$ cat config.mk
export PLATFORM = sky130hd
export DESIGN_NAME = mem_dcache_ctrl
export DESIGN_NICKNAME = d
export VERILOG_FILES = /design/src/rtl/mem_dcache_ctrl.sv
export SDC_FILE = /design/constraint.sdc
export NUM_CORES = 1
export LEC_CHECK = 0
export BUFFER_PORTS_ARGS = -buffer_cell sky130_fd_sc_hd__buf_4
export CAP_MARGIN = 30
export CELL_PAD_IN_SITES_DETAIL_PLACEMENT = 0
export CELL_PAD_IN_SITES_GLOBAL_PLACEMENT = 1
export CORE_ASPECT_RATIO = 1.5
export CORE_UTILIZATION = 48
export DETAILED_ROUTE_END_ITERATION = 10
export PLACE_DENSITY = 0.75
export SLEW_MARGIN = 20
export SYNTH_ARGS = -nofsm -noshare
export SYNTH_HDL_FRONTEND = slang
export SYNTH_SLANG_ARGS = --single-unit
$ cat constraint.sdc
create_clock -name clk -period 6.1 [get_ports clk]
set_input_delay 1.22 -clock clk [delete_from_list [all_inputs] [get_ports clk]]
set_output_delay 1.22 -clock clk [all_outputs]
set_load 0.05 [all_outputs]
$ cat src/rtl/mem_dcache_ctrl.sv
// MEM-stage direct-mapped write-through data cache with a registered backing-memory handshake.
// Load hit 0 cycles; miss/store = issue + memory wait + 1 RESP cycle. Optional stats via DCACHE_STATS_EN.
module mem_dcache_ctrl #(
  parameter int INDEX_BITS = 4,
  localparam int TAG_BITS = 32 - INDEX_BITS - 2
) (
  input  logic        clk,
  input  logic        rst_n,
  input  logic        MemRead,
  input  logic        MemWrite,
  input  logic [31:0] addr,
  input  logic [31:0] writeData,
  output logic [31:0] readData,
  output logic        hit,
  output logic        mem_req,
  output logic        mem_we,
  output logic [31:0] mem_addr,
  output logic [31:0] mem_wdata,
  input  logic [31:0] mem_rdata,
  input  logic        mem_ack,
  output logic [31:0] hit_count,
  output logic [31:0] miss_count
);

  localparam int LINES = 2 ** INDEX_BITS;

  typedef enum logic [1:0] {IDLE, FILL, WRITE, RESP} stateE;

  stateE curState, nextState;

  logic [LINES-1:0]    lineValid;
  logic [TAG_BITS-1:0] lineTag  [LINES];
  logic [31:0]         lineData [LINES];
  logic [31:0]         respData;

  logic [INDEX_BITS-1:0] idx, reqIdx;
  logic [TAG_BITS-1:0]   tagIn, reqTag;
  logic [31:0]           wordAddr;
  logic                  lookupHit;
  logic                  unusedAddrBits;

  assign idx            = addr[INDEX_BITS+1:2];
  assign tagIn          = addr[31:INDEX_BITS+2];
  assign wordAddr       = {addr[31:2], 2'b00};
  assign unusedAddrBits = ^addr[1:0];
  // The in-flight line is addressed from the registered request, not the live bus.
  assign reqIdx         = mem_addr[INDEX_BITS+1:2];
  assign reqTag         = mem_addr[31:INDEX_BITS+2];
  assign lookupHit      = lineValid[idx] && (lineTag[idx] == tagIn);

  always_comb begin
    nextState = curState;
    hit       = 1'b0;
    readData  = 32'h0;
    case (curState)
      IDLE: begin
        if (MemWrite) begin
          nextState = WRITE;
        end else if (MemRead) begin
          if (lookupHit) begin
            hit      = 1'b1;
            readData = lineData[idx];
          end else begin
            nextState = FILL;
          end
        end else begin
          hit = 1'b1;
        end
      end
      FILL:    if (mem_ack) nextState = RESP;
      WRITE:   if (mem_ack) nextState = RESP;
      RESP: begin
        hit       = 1'b1;
        readData  = respData;
        nextState = IDLE;
      end
      default: nextState = IDLE;
    endcase
  end

  always_ff @(posedge clk or negedge rst_n) begin
    if (!rst_n) begin
      curState  <= IDLE;
      lineValid <= '0;
      mem_req   <= 1'b0;
      mem_we    <= 1'b0;
      mem_addr  <= 32'h0;
      mem_wdata <= 32'h0;
      respData  <= 32'h0;
    end else begin
      curState <= nextState;
      case (curState)
        IDLE: begin
          if (MemWrite) begin
            mem_req   <= 1'b1;
            mem_we    <= 1'b1;
            mem_addr  <= wordAddr;
            mem_wdata <= writeData;
          end else if (MemRead && !lookupHit) begin
            mem_req  <= 1'b1;
            mem_we   <= 1'b0;
            mem_addr <= wordAddr;
          end
        end
        FILL: begin
          if (mem_ack) begin
            mem_req           <= 1'b0;
            lineValid[reqIdx] <= 1'b1;
            respData          <= mem_rdata;
          end
        end
        WRITE: begin
          if (mem_ack) begin
            mem_req  <= 1'b0;
            mem_we   <= 1'b0;
            respData <= 32'h0;
          end
        end
        default: ;
      endcase
    end
  end

  // Tag/data arrays need no reset: valid bits alone qualify them.
  always_ff @(posedge clk) begin
    if (curState == FILL && mem_ack) begin
      lineTag[reqIdx]  <= reqTag;
      lineData[reqIdx] <= mem_rdata;
    end else if (curState == WRITE && mem_ack && lineValid[reqIdx] && lineTag[reqIdx] == reqTag) begin
      lineData[reqIdx] <= mem_wdata;
    end
  end

`ifdef DCACHE_STATS_EN
  logic [31:0] hitCnt, missCnt;

  always_ff @(posedge clk or negedge rst_n) begin
    if (!rst_n) begin
      hitCnt  <= 32'h0;
      missCnt <= 32'h0;
    end else if (curState == IDLE && !MemWrite && MemRead) begin
      if (lookupHit) hitCnt  <= hitCnt + 32'd1;
      else           missCnt <= missCnt + 32'd1;
    end
  end

  assign hit_count  = hitCnt;
  assign miss_count = missCnt;
`else
  assign hit_count  = 32'h0;
  assign miss_count = 32'h0;
`endif

endmodule
# Yosys cells after proc, flatten, opt, wreduce, memory -nomap -nowiden
# Memories as Yosys holds them, arrays and structs flattened.
# Cells that the tools add are included.
[classes]
magnitude_cmp = 3
reduce_logical = 21
eq_ne = 11
mux = 37
n_bitwise = 2
[ops]
columns = ["op", "n"]
rows = [
  ["$mux W32", 8],
  ["$pmux W32 S2", 2],
  ["$eq A26 B26 Y1", 2],
  ["$mux W1", 16],
  ["$or A16 B16 Y16", 1],
  ["$reduce_and A3 Y1", 4],
  ["$lt A4 B5 Y1 const B", 2],
  ["$ne A3 B3 Y1 const B", 3],
  ["$bmux W1 S4", 2],
  ["$mux W2", 4],
  ["$reduce_bool A2 Y1", 4],
  ["$logic_and A1 B1 Y1", 7],
  ["$pmux W1 S2", 3],
  ["$pmux W2 S3", 1],
  ["$reduce_and A2 Y1", 3],
  ["$demux W1 S4", 1],
  ["$eq A2 B2 Y1 const B", 2],
  ["$ge A4 B1 Y1 const B", 1],
  ["$ne A2 B2 Y1 const B", 2],
  ["$eq A2 B1 Y1 const B", 1],
  ["$logic_not A2 Y1", 1],
  ["$ne A2 B1 Y1 const B", 1],
  ["$reduce_or A2 Y1", 1],
  ["$logic_not A1 Y1", 1],
  ["$or A1 B1 Y1", 1],
]
[totals]
n_memories = 2
ram_bits = 928
reg_bits = 116
word_cells = 83
out_inout_bits = 163
input_bits = 101
[mem_list]
columns = ["name", "words", "word_bits", "rd", "rd_clocked_by_memory_dff", "write_ports", "line_no", "source"]
rows = [
  ["lineData", 16, 32, 1, 0, 1, "33", "logic [31:0] lineData [LINES];"],
  ["lineTag", 16, 26, 2, 0, 1, "32", "logic [TAG_BITS-1:0] lineTag [LINES];"],
]

# Depth between registers and ports, before layout
[logic_depth]
word_depth = 8
mapped_depth = 14
ltp_nobuf = 9

# Least setup slack after synthesis
# No wires, ideal clock.
[synth_timing]
kind = "input port to output port"
startpoint = "in addr[4]"
endpoint = "out readData[0]"
t_arrival_ns = 5.493
slack_ns = -0.613
n_path_buf = 4
stages = 12
cell_sequence = "buf_2 -> buf_1 -> clkbuf_1 -> mux4_2 -> xnor2_1 -> nand2_1 -> a211o_1 -> nor4b_1 -> nand4_1 -> or4b_2 -> clkbuf_1 -> o21ai_0"
[synth_via]
elab_chain_cells = 7
word_cells_on_any_way = 10
cone_classes = "1 x eq/ne; 6 x mux; 1 x reduce/logical; 2 x memory"
[synth_lines]
columns = ["item", "line_no", "source"]
rows = [
  ["start, declared", "11", "input logic [31:0] addr,"],
  ["$mem_v2 Z16 W26 or $bmux W1 S4 (tied branches)", "--", ""],
  ["$eq A26 B26 Y1 or $mux W1 (tied branches)", "49", "assign lookupHit = lineValid[idx] && (lineTag[idx] == tagIn);"],
  ["$logic_and A1 B1 Y1", "49", ""],
  ["$mux W32 (*)", "60", "if (lookupHit) begin"],
  ["$mux W32 (*)", "59", "end else if (MemRead) begin"],
  ["$mux W32 (*)", "57", "if (MemWrite) begin"],
  ["$pmux W32 S2 (*)", "55", "case (curState)"],
  ["end, declared", "13", "output logic [31:0] readData,"],
]
# Mark *: on every way between the ends. The rest lies on a longest branch, timed or not. The select of a mux whose other input is x is not followed.

# Worst setup path in the final report
[layout_timing]
startpoint = "in addr[2]"
endpoint = "out readData[29]"
# Same word-level chain as after synthesis.

==> impl_metrics.json <==
{
  "status": "finished clean",
  "synth_async_sr_flop_share_pct": 10.9,
  "dieArea_sq_mm": 0.0952,
  "ys_ff_latch": 1042,
  "post-route-util_pct": 56.5,
  "cts.sinks": 1042,
  "synth_ff_type": "edfxtp_1",
  "num_rows": 137,
  "final-hold-violation-count": 0,
  "seq_area_frac_synth_pct": 68.1,
  "wl_met3_mm": 7.54,
  "routedLengthMet1_mm": 41.5,
  "viasPerCell": 6.05,
  "cts.path.max_buffers": 3,
  "hold_buffers": 0,
  "irDropWorstVdd_mv": 0.356,
  "placedCellCount": 3646,
  "drt_iter0_markers": 2130,
  "post-route-min-period_ps": 6010,
  "num-fill-cells": 6944,
  "cp-end-kind": "output port",
  "min_path_type": "register to register",
  "synth-simple-area-share_pct": 2.17,
  "final_cells": 3840,
  "die_w_microns": 252,
  "skew_ps": 31.0,
  "crit_type": "input pin to output port",
  "io_pins": 264,
  "highest_layer": "met5",
  "dieHeight_microns": 377,
  "crit_required_ps": 4880,
  "initial_core_util_pct": 48.4,
  "cpMostUsedCell": "buf_4",
  "tightestPinTransition_ps": 1050,
  "fin_ws_ps": 85.2,
  "grt_overflow_total": 0,
  "core_area_sq_mm": 0.0931,
  "crit_chain": "buf_16 -> buf_4 -> mux4_2 -> mux2i_1 -> xor2_1 -> and2_1 -> o2111ai_2 -> nor4b_2 -> nand4_1 -> or4b_4 -> clkbuf_16 -> o21ai_2 -> buf_4",
  "final_cell_mix": "928 x edfxtp_1, 392 x mux4_2, 270 x buf_4",
  "muxShareOfSynthArea_pct": 23.8,
  "syn_area_sq_mm": 0.0451,
  "vias": 23200,
  "grt_pass1_vias": 24700,
  "ys_types": 54,
  "post-dp-hpwl_mm": 67.8,
  "slowest_delay_ps": 710,
  "wl_met2_mm": 62.0,
  "path_clk_slew_ps": 60,
  "area_growth_pct": 16.7,
  "dp_slack_ps": -181,
  "drtPass1Iterations": 7,
  "synth-xor-area-share_pct": 1.26,
  "h-tree-depth": 3,
  "drv_slew": 0,
  "synthAdderAreaFrac_pct": 0.139,
  "portBuffers": 195,
  "whs_ps": 497,
  "maxCapViolCount": 0,
  "synth_top_family_by_area": "multiplexers",
  "cp_slowest_cell": "or4b_4",
  "synth_compound_area_share_pct": 1.78,
  "grt_pass1_wl_mm": 166,
  "cts_root_buf": "clkbuf_16",
  "leakage_nw": 17.9,
  "max_freq_ghz": 0.166,
  "grt_max_degree": 129,
  "final_nets": 2613,
  "maxSlewHeadroom_pct": 30.2,
  "cts_tree": "built",
  "powerDensity_mw_per_mm2": 408,
  "insertion_delay_ps": 670,
  "power_mw": 21.5,
  "cts_buffers": 95,
  "wl_per_cell_microns": 30.0,
  "worstPathMaxFanout": 8,
  "track_usage_pct": 24.4,
  "ant_nets": 0,
  "path_buf_inv": 4,
  "setup_violations": 0,
  "drive_gt1_share_pct": 41.0,
  "synth_area_per_cell_sq_um": 20.3,
  "synth_edf_count": 928,
  "fin_crit_sh_pct": 98.6,
  "drc_errors": 0,
  "start_kind": "input pin",
  "crit_family": "simple AND/OR/NAND/NOR gates",
  "netlist_instances": 2218,
  "yosys_warnings": 0,
  "cp.arrival_ps": 4790,
  "gp_congestion": 0.857,
  "final_common_cell": "edfxtp_1",
  "wl_mm": 115,
  "antenna_found_initial": 3
}
==> layout make-up <==
class	instances	area (sq um)	area share, %
antenna	1	2.50	0.00475
clock buffer	127	2610	4.96
multi-input combinational	1002	13900	26.4
inverter	40	151	0.288
tap	1251	1570	2.97
timing repair buffer	326	3080	5.85
sequential	1042	30700	58.4
clock inverter	51	597	1.13
==> Yosys cell counts, types with 10 or more instances <==
cell	instances	area, sq um
o21ai_0	35	175
inv_1	39	146
nand3_1	10	50.1
mux2i_1	66	661
mux2_2	69	777
mux4_2	392	8830
nor2_1	38	143
xor2_1	10	87.6
dfrtp_1	114	2850
a22oi_1	14	105
edfxtp_1	928	27900
buf_1	22	82.6
buf_4	71	533
buf_2	37	185
nor2b_1	11	68.8
mux2_4	30	450
nand2b_1	10	62.6
clkbuf_1	66	248
xnor2_1	55	482
or2_2	20	125
nand4_1	14	87.6
a22o_1	33	289
nand2_1	56	210
==> kinds of logic (layout without fill, tap and decap cells) <==
logic type / Yosys count / in the layout
XOR/XNOR: 65 / 65
buffers and inverters: 239 / 544
multiplexers: 557 / 557
flip-flops: 1042 / 1042
AND/OR/NAND/NOR: 193 / 193
other: 1 / 67
adder cells (fa/ha/maj): 5 / 5
AO/OA/AOI/OAI: 116 / 116
==> through the flow <==
step / instance area, sq um / setup TNS, ps
after floorplan: 45500 / 0
after global placement: 49000 / -3060
after detailed placement: 49100 / -2610
after CTS: 52300 / 0
after global routing: 52600 / -14.5
final: 52600 / 0
==> sequential cells by signal, indices dropped and copies added (netlist names) <==
name,flops
lineValid,16
respData,32
lineData,512
mem_we,1
lineTag,416
curState,2
mem_wdata,32
mem_req,1
mem_addr,30
==> power breakdown <==
| part | internal, mW | switching (mW) | total, mW |
|---|---|---|---|
| registers | 8.82 | 0.870 | 9.69 |
| clock network | 3.53 | 2.60 | 6.13 |
| logic | 2.46 | 3.22 | 5.68 |
==> metal layers <==
metal / global-route usage, % / vias to the layer above
li1: - / 9653
met1: 29.9 / 12400
met2: 43.6 / 951
met3: 3.87 / 235
met4: 8.66 / 4
met5: 0 / -
==> final timing paths <==
path                            slack, ps                 startpoint                          to  cells after the start
worst max-delay path                   90                    addr[2]                readData[29]                     13
worst min-delay path                  500  lineValid[15]$_DFFE_PN0P_   lineValid[15]$_DFFE_PN0P_                      1
worst max register to register        730    mem_addr[2]$_DFFE_PN0P_  lineData[10][31]$_DFFE_PP_                      9
worst min register to register        500  lineValid[15]$_DFFE_PN0P_   lineValid[15]$_DFFE_PN0P_                      1
max in group asynchronous            4060                      rst_n     mem_addr[3]$_DFFE_PN0P_                      2
min in group asynchronous             590                      rst_n    mem_addr[29]$_DFFE_PN0P_                      1
==> repair_timing <==
item | CTS | global route
pin swaps | 2 | 4
setup endpoints to repair | 32 | 32
setup buffers | 0 | 11
cloned | 0 | 4
gates resized for setup | 10 | 22
Power figures use the tool's default switching activity.
